**src/rtl/buffer_drain_pkg.sv**
```systemverilog
// buffer_drain_pkg: drain FSM state encodings and default word width (`inputWidth) for buffer_drain.
`ifndef inputWidth
`define inputWidth 32
`endif
package buffer_drain_pkg;
  typedef enum logic [1:0] {
    DRAIN_IDLE  = 2'd0,
    DRAIN_LOCK  = 2'd1,
    DRAIN_CLEAR = 2'd2,
    DRAIN_SEND  = 2'd3
  } drain_state_t;
endpackage

```
**src/rtl/buffer_drain_rr_pick.sv**
```systemverilog
// rr_pick: first set bit of req at or after start, wrapping modulo N.
module rr_pick
  import buffer_drain_pkg::*;
#(
  parameter int N  = 4,
  parameter int IW = 2
) (
  input  logic [N-1:0]  req,
  input  logic [IW-1:0] start,
  output logic          hit,
  output logic [IW-1:0] idx
);
  logic [IW-1:0] j;
  // scan offsets from far to near so the closest hit after start wins
  always_comb begin
    hit = |req;
    idx = '0;
    j   = '0;
    for (int k = N - 1; k >= 0; k--) begin
      j = IW'((int'(start) + k) % N);
      if (req[j]) idx = j;
    end
  end
endmodule

```
**src/rtl/buffer_drain.sv**
```systemverilog
// buffer_drain: freezes, copies and clears one full holding buffer at a time onto a valid/ready stream.
// Define DRAIN_FIXED_PRIO_EN to select the lowest full index instead of round-robin.
`ifndef inputWidth
`define inputWidth 32
`endif
module buffer_drain
  import buffer_drain_pkg::*;
#(
  parameter int NUM_BUF = 4,
  parameter int DATA_W  = `inputWidth,
  parameter int IDX_W   = $clog2(NUM_BUF)
) (
  input  logic                      Clk,
  input  logic                      Rst,
  input  logic [NUM_BUF-1:0]        full,
  input  logic [NUM_BUF*DATA_W-1:0] buf_data,
  output logic [NUM_BUF-1:0]        rd,
  output logic [NUM_BUF-1:0]        clr,
  output logic [DATA_W-1:0]         m_data,
  output logic [IDX_W-1:0]          m_idx,
  output logic                      m_valid,
  input  logic                      m_ready,
  output logic                      busy
);
  drain_state_t state, nx_state;
  logic [IDX_W-1:0] sel, nx_sel, ptr, nx_ptr, start, pick;
  logic [NUM_BUF-1:0] nx_rd, nx_clr;
  logic [DATA_W-1:0] nx_data;
  logic [IDX_W-1:0] nx_idx;
  logic nx_valid, hit;
`ifdef DRAIN_FIXED_PRIO_EN
  assign start = '0;
`else
  assign start = ptr;
`endif
  rr_pick #(.N(NUM_BUF), .IW(IDX_W)) u_pick (
    .req  (full),
    .start(start),
    .hit  (hit),
    .idx  (pick)
  );
  always_ff @(posedge Clk) begin
    if (Rst) begin
      state   <= DRAIN_IDLE;
      sel     <= '0;
      ptr     <= '0;
      rd      <= '0;
      clr     <= '0;
      m_data  <= '0;
      m_idx   <= '0;
      m_valid <= 1'b0;
      busy    <= 1'b0;
    end else begin
      state   <= nx_state;
      sel     <= nx_sel;
      ptr     <= nx_ptr;
      rd      <= nx_rd;
      clr     <= nx_clr;
      m_data  <= nx_data;
      m_idx   <= nx_idx;
      m_valid <= nx_valid;
      busy    <= nx_state != DRAIN_IDLE;
    end
  end
  always_comb begin
    nx_state = state;
    nx_sel   = sel;
    nx_ptr   = ptr;
    nx_rd    = rd;
    nx_clr   = clr;
    nx_data  = m_data;
    nx_idx   = m_idx;
    nx_valid = m_valid;
    case (state)
      DRAIN_IDLE: if (hit) begin
        nx_rd    = NUM_BUF'(1) << pick;
        nx_sel   = pick;
        nx_state = DRAIN_LOCK;
      end
      // a buffer emptied behind our back is abandoned without clearing
      DRAIN_LOCK: if (!full[sel]) begin
        nx_rd    = '0;
        nx_state = DRAIN_IDLE;
      end else begin
        nx_data  = buf_data[sel*DATA_W +: DATA_W];
        nx_idx   = sel;
        nx_clr   = rd;
        nx_state = DRAIN_CLEAR;
      end
      DRAIN_CLEAR: begin
        nx_clr   = '0;
        nx_rd    = '0;
        nx_valid = 1'b1;
`ifndef DRAIN_FIXED_PRIO_EN
        nx_ptr   = (sel == IDX_W'(NUM_BUF - 1)) ? '0 : sel + 1'b1;
`endif
        nx_state = DRAIN_SEND;
      end
      DRAIN_SEND: if (m_ready) begin
        nx_valid = 1'b0;
        nx_state = DRAIN_IDLE;
      end
      default: nx_state = DRAIN_IDLE;
    endcase
  end
endmodule
```
**config.mk**
```make
export PLATFORM = sky130hd
export DESIGN_NAME = buffer_drain
export DESIGN_NICKNAME = d
export VERILOG_FILES = /design/src/rtl/buffer_drain_pkg.sv /design/src/rtl/buffer_drain_rr_pick.sv /design/src/rtl/buffer_drain.sv
export SDC_FILE = /design/constraint.sdc
export NUM_CORES = 1
export LEC_CHECK = 0
export BUFFER_PORTS_ARGS = -buffer_cell sky130_fd_sc_hd__buf_2
export CORE_ASPECT_RATIO = 0.7
export CORE_MARGIN = 10
export CORE_UTILIZATION = 43
export DETAILED_ROUTE_END_ITERATION = 10
export GPL_TIMING_DRIVEN = 0
export PLACE_DENSITY = 0.81
export SYNTH_ARGS = -nofsm -noshare
export SYNTH_HDL_FRONTEND = slang
export SYNTH_SLANG_ARGS = --single-unit
```
**constraint.sdc**
```tcl
create_clock -name Clk -period 2.6 [get_ports Clk]
set_input_delay 0.78 -clock Clk [delete_from_list [all_inputs] [get_ports Clk]]
set_output_delay 0.78 -clock Clk [all_outputs]
set_load 0.005 [all_outputs]
```
==> out/summary.txt, run 1 <==
DR vias/cell: 5.409
Period utilisation layout: 79.93%
RSZ-0062 raised after global routing: false
Worst hold start: m_data[8]$_SDFFE_PP0P_
Ant diodes: 0
Final net count: 605
H-Tree Depth: 2
P&R area growth vs syn: 38.74%
Worst Skew: 11.91 ps
Average size of a mapped cell: 10.00 um^2
Crit start category: input pin
CTS buffer count: 5
CTS tree: done
Peak supply drop: 0.3385 mV
Fin Hold WS: 453.8 ps
Max Cap Viol: 0
Core area: 6276 um^2
Total track usage: 18.59%
Setup bufs post-CTS: 0
TNS Setup: 0 ps
Design Area, Final: 3899 um^2
Post-DP HPWL: 8305 um
Finished Layout Cells: 543
Die area: 10,220 um^2
CP max FO: 10
First-pass GRT wire length: 15,120 um
Synth warnings: 0
Rows: 24
CTS Root Cell: clkbuf_8
Vias in the first global route: 3,048
Synth unique cells: 37
DRC errors left: 0
Post-DRT Antenna Nets: 0
Hold Crit Class: reg -> reg
Finished Core Util: 62.12%
Crit path time final: 2078 ps
Detailed Routing Iterations Pass 1: 4
Placed cells: 535
Crit. End Element: flop
Worst Path Required: 2830 ps
Reg2Reg Setup Slack: 620 ps
Fin. Hold Viols: 0
DR vias: 2,937
Status: complete, no violations
Final setup violation count: 0
Drt wl/cell: 18.54 um
Leak: 1.759 nW
Min-Delay Path Depth: 2
WL final: 10,070 um
Cell area after synthesis: 2810 um^2
Die Span Y: 87.64 um
Worst slew margin: 58.07%
Initial drt markers: 202
Crit path DAT: 2310 ps
Antenna violations before repair: 0
Sequential-to-total area share from yosys stat: 35.62%
Kind of critical path: in -> reg
Die X: 116.6 um
RR Startpoint: sel[1]$_SDFFE_PP0P_
Syn nets: 422
Initial core utilization: 44.78%
Slew Limit Fails: 0
Total gr overflow: 0
Gpl congestion: 0.8928
Tightest Pin Transition: 628.9 ps
R2r endpoint: m_data[20]$_SDFFE_PP0P_
PortBufs: 176
Worst reg2reg path depth: 6
# clock sinks: 50
Clock latency on the worst-skew pair: 300 ps
Mapped Cells: 281
Clk slew on worst S/H paths: 100 ps
Fmax: 481.2 MHz
Fraction of layout cells with a size suffix above 1: 50.32%
# hold bufs at CTS: 0
Worst Hold Path EP: m_data[8]$_SDFFE_PP0P_
Io pins: 179
Seq cells post-synth: 50
DP Area: 3789 um^2
Max Root-Sink Buffers: 2
Number of gates resized after CTS: 0
Largest net degree at the start of global routing: 16
Pwr/cell area: 585.5 nW/um^2
-- layout make-up --
class                           instances  area, um^2
Fill cell                             547        2377
Inverter                                3       11.26
Buffer                                 25       116.4
Timing Repair Buffer                  176       880.8
Clock buffer                            6       72.57
Tap cell                               78       97.59
Multi-Input combinational cell        203        1682
Sequential cell                        50        1001
Clock inverter                          2       37.54
-- cells by family (layout without fill, tap and decap cells) --
kind of cell | Yosys count | count (layout) | synth area share (%)
adders and majority gates | 6 | 6 | 2.671
AOI/OAI and AO/OA | 61 | 61 | 13.71
muxes | 38 | 38 | 28.27
DFF | 50 | 50 | 35.62
buffers and inverters | 28 | 212 | 4.541
and+or+nand+nor | 98 | 98 | 15.18
-- worst max-delay path, stage by stage --
cell      delay (ps)
clkbuf_1         170
mux4_2           540
nand2_1          300
buf_2            290
nand2_1           90
a21oi_1          130
-- layer usage --
layer | track usage, % | routed length [um] | vias to the layer above
met2 | 31.81 | 4897 | 138
met5 | 0 | 0 | -
met1 | 20.82 | 3841 | 1384
li1 | - | - | 1394
met3 | 7.309 | 1117 | 21
met4 | 6.488 | 211 | 0
-- how the worst max path moves through the flow --
stage,endpoint,from,slack (ps),depth (start not counted)
after global routing,m_data[9]$_SDFFE_PP0P_,full[0],450,6
after detailed placement,m_data[20]$_SDFFE_PP0P_,full[0],210,6
after floorplan,m_data[0]$_SDFFE_PP0P_,full[0],450,7
final,m_data[20]$_SDFFE_PP0P_,full[0],520,6
after global placement,busy$_SDFF_PP0_,full[0],240,5
after CTS,m_data[20]$_SDFFE_PP0P_,full[0],530,6
-- registers in the layout, indices dropped and copies added, names as in the netlist --
| signal | count |
|---|---|
| sel | 2 |
| m_idx | 2 |
| busy | 1 |
| ptr | 2 |
| m_valid | 1 |
| clr | 4 |
| m_data | 32 |
| state | 2 |
| rd | 4 |
-- layout by cell type, fill, tap and decap left out, drive strengths merged, types with 3 or more instances in the layout --
| cell type | instances |
|---|---|
| mux4 | 33 |
| nor2b | 5 |
| mux2i | 4 |
| ha | 6 |
| nand2 | 72 |
| nor3 | 3 |
| a22o | 5 |
| buf | 190 |
| nor2 | 7 |
| clkbuf | 17 |
| o41ai | 4 |
| inv | 3 |
| a21oi | 39 |
| dfxtp | 50 |
-- per-stage QoR --
step                      setup WS, ps  power, mW
after floorplan                  454.1      1.447
after global placement           238.6      1.725
after detailed placement         211.4      1.753
after CTS                        530.9      2.302
after global routing             450.7      2.434
final                            521.9      2.283
-- power breakdown --
group | switching (mW) | leakage, nW | internal [mW]
clock network | 0.260 | 0.0514 | 0.287
registers | 0.0497 | 0.407 | 0.855
logic | 0.420 | 1.30 | 0.410
-- cells in the mapped netlist --
cell type  count  area, um^2
a21oi_1       39       195.2
nor3_1         2       10.01
a22oi_1        1       7.510
nand3b_1       2       15.01
o21a_1         1       7.510
and2_1         1       6.260
nand2b_1       2       12.51
ha_1           6       75.07
a41o_1         2       20.02
nor3_4         1       16.27
inv_1          3       11.26
o41ai_1        3       26.28
buf_6          1       11.26
o41ai_2        1       16.27
nor2b_1        5       31.28
buf_1          1       3.750
o221ai_1       1       8.760
clkbuf_1      11       41.29
mux4_2        33       743.2
o22ai_1        1       6.260
nor2_1         7       26.28
nand2_1       72       270.3
nand3_1        1       5.000
nor4_1         1       6.260
or2_2          2       12.51
nor3b_1        2       15.01
a221oi_1       1       8.760
a311oi_1       1       8.760
o22a_1         1       8.760
mux2i_1        4       40.04
a211oi_1       2       15.01
buf_2         12       60.06
o21ai_0        1       5.000
o21bai_1       1       7.510
a22o_1         5       43.79
mux2_2         1       11.26
dfxtp_1       50        1001
Note: power is estimated with default switching activity, not from simulation.
==> inputs of run 2 (changes only) <==
Settings changed: CORE_UTILIZATION 43 to 39, PLACE_DENSITY 0.81 to 0.77.
Clock period 2.6 ns to 1.7 ns, I/O delays scaled along.
==> run 2 against run 1 <==
Net effect: sequential cell count is the same; global-route usage about the same; sequential share of layout area shrank 1.2 points; largest power group is now combinational logic.
==> out/summary.txt, run 2 (same netlist as run 1, synthesis figures left out) <==
Status: complete, no violations (unchanged)
Net Sw Frac: 30.35% (was 31.98%)
Finished Layout Cells: 560 (was 543)
Die area: 11,060 um^2 (was 10,220 um^2)
Clk slew on worst S/H paths: 90 ps (was 100 ps)
Leak: 1.850 nW (was 1.759 nW)
Tot Pwr: 3.823 mW (was 2.283 mW)
Initial core utilization: 40.84% (was 44.78%)
Crit start category: flop (was input pin)
Worst slew margin: 61.15% (was 58.07%)
Die X: 121.5 um (was 116.6 um)
CP cell instances: mux4_2 -> a22oi_2 -> nor3b_2 -> a41o_1 (was clkbuf_1 -> mux4_2 -> nand2_1 -> buf_2 -> nand2_1 -> a21oi_1)
CTS buffer count: 5 (unchanged)
Gpl congestion: 0.9104 (was 0.8928)
DRC errors left: 0 (unchanged)
Top reg by flops: m_data (unchanged)
Ant diodes: 0 (unchanged)
Rows: 25 (was 24)
Vias in the first global route: 3,205 (was 3,048)
CTS Root Cell: clkbuf_8 (unchanged)
Core area: 6882 um^2 (was 6276 um^2)
Commonest non-fill, non-tap cells in the layout: buf_2 (176), nand2_1 (71), dfxtp_1 (48) (was buf_2 (188), nand2_1 (72), dfxtp_1 (50))
Worst Path Required: 1890 ps (was 2830 ps)
Antenna violations before repair: 0 (unchanged)
Slew Limit Fails: 0 (unchanged)
DR vias: 2,950 (was 2,937)
Crit path DAT: 1840 ps (was 2310 ps)
Initial drt markers: 184 (was 202)
# clock sinks: 50 (unchanged)
Largest net degree at the start of global routing: 16 (unchanged)
Io pins: 179 (unchanged)
Clock latency on the worst-skew pair: 300 ps (about the same)
Peak supply drop: 0.5126 mV (was 0.3385 mV)
Area of the multi-input gates: 1744 um^2 (was 1682 um^2)
Psw: 1.160 mW (was 0.7301 mW)
Fin worst setup slack: 50.46 ps (was 521.9 ps)
Final net count: 606 (was 605)
Crit path time final: 1650 ps
First-pass GRT wire length: 16,830 um (was 15,120 um)
# hold bufs at CTS: 0 (unchanged)
Final setup violation count: 0 (unchanged)
Slowest Stage Delay on Critical Path: 580 ps (was 540 ps)
PortBufs: 176 (unchanged)
Fmax: 606.2 MHz
Max Root-Sink Buffers: 2 (unchanged)
Detailed Routing Iterations Pass 1: 4 (unchanged)
Fillers: 620 (was 547)
Crit. End Element: flop (unchanged)
Post-placement setup slack: -272.5 ps (was 211.4 ps)
Hold Crit Class: in -> reg (was reg -> reg)
Total track usage: 18.64% (was 18.59%)
Post-DRT Antenna Nets: 0 (unchanged)
DR vias/cell: 5.268 (was 5.409)
Number of flip-flops in the largest register: 32 (unchanged)
Finished Core Util: 59.73% (was 62.12%)
Total gr overflow: 0 (unchanged)
Post-DP HPWL: 8771 um (was 8305 um)
Placed cells: 551 (was 535)
Slowest-stage cell, CP: mux4_2 (unchanged)
Sequential Area: 1006 um^2 (was 1001 um^2)
Fraction of layout cells with a size suffix above 1: 55.36% (was 50.32%)
Worst Skew: 8.304 ps (was 11.91 ps)
Seq pwr share: 36.4% (was 39.6%)
Die Span Y: 91.02 um (was 87.64 um)
Pwr/cell area: 930.0 nW/um^2 (was 585.5 nW/um^2)
Fin. Hold Viols: 0 (unchanged)
Tightest Pin Transition: 576.5 ps (was 628.9 ps)
Commonest non-fill, non-tap cell in the layout: buf_2 (unchanged)
CTS tree: done (unchanged)
P_int: 2.662 mW (was 1.553 mW)
RSZ-0062 raised after global routing: true (was false)
Kind of critical path: reg -> reg (was in -> reg)
P&R area growth vs syn: 46.26% (was 38.74%)
Clk pwr share: 26.7% (was 24.0%)
Drt wl/cell: 19.26 um (was 18.54 um)
Comb pwr share: 36.9% (was 36.4%)
WL final: 10,790 um (was 10,070 um)
CP max FO: 4 (was 10)
Period utilisation layout: 97.03%
Largest registers: m_data x32, clr x4, rd x4 (unchanged)
Max Cap Viol: 0 (unchanged)
H-Tree Depth: 2 (unchanged)
-- run 2: critical path, delay by kind of cell (launching register included) --
family	cells	cell delay, ps
AOI/OAI and AO/OA	2	490
DFF	1	390
muxes	1	580
and+or+nand+nor	1	80
-- run 2: per-stage QoR --
stage	TNS, ps	cell area [um^2]	hold slack (ps)
6_report	0	4110	424.5
5_1_grt	-160.8	4110	419.2
4_1_cts	-122.5	4073	426.2
3_5_place_dp	-9488	3860	440.3
3_3_place_gp	-8435	3860	436.4
2_1_floorplan	-2883	2861	448.2
-- run 2: path summary, 6_finish.rpt --
path | slack, ps | end | start | depth (start not counted)
min | 420 | state[1]$_SDFF_PP0_ | Rst | 2
max reg2reg | 50 | rd[1]$_SDFFE_PP0P_ | sel[1]$_SDFFE_PP0P_ | 4
min reg2reg | 450 | m_data[27]$_SDFFE_PP0P_ | m_data[27]$_SDFFE_PP0P_ | 2
max | 50 | rd[1]$_SDFFE_PP0P_ | sel[1]$_SDFFE_PP0P_ | 4
-- run 2: repair_timing --
action | 4_1_cts | 5_1_grt
setup buffers | 6 | 1
setup endpoints to repair | 40 | 40
pin swaps | 4 | 5
resized for setup | 15 | 12
-- run 2: power groups by stage --
| stage | sequential (mW) | clock [mW] | combinational [mW] |
|---|---|---|---|
| final | 1.39 | 1.02 | 1.41 |
| after global routing | 1.41 | 1.11 | 1.55 |
| after CTS | 1.39 | 1.05 | 1.40 |
| after detailed placement | 1.41 | 0 | 1.32 |
| after global placement | 1.40 | 0 | 1.28 |
| after floorplan | 1.41 | 0 | 0.841 |
-- run 2: area by class of cell --
| type | count | share of cell area (%) |
|---|---|---|
| Multi-Input combinational cell | 203 | 42.44 |
| Sequential cell | 50 | 24.47 |
| Timing Repair Buffer | 183 | 22.71 |
| Buffer | 19 | 3.775 |
| Tap cell | 94 | 2.861 |
| Clock buffer | 6 | 2.009 |
| Clock inverter | 2 | 1.461 |
| Inverter | 3 | 0.2740 |
-- run 2: metal layers --
metal / vias up / track usage [%] / wire length, um
met3: 10 / 6.555 / 1122
met5: - / 0 / 0
met1: 1399 / 21.37 / 4218
met4: 0 / 3.762 / 79
li1: 1396 / - / -
met2: 145 / 32.73 / 5366
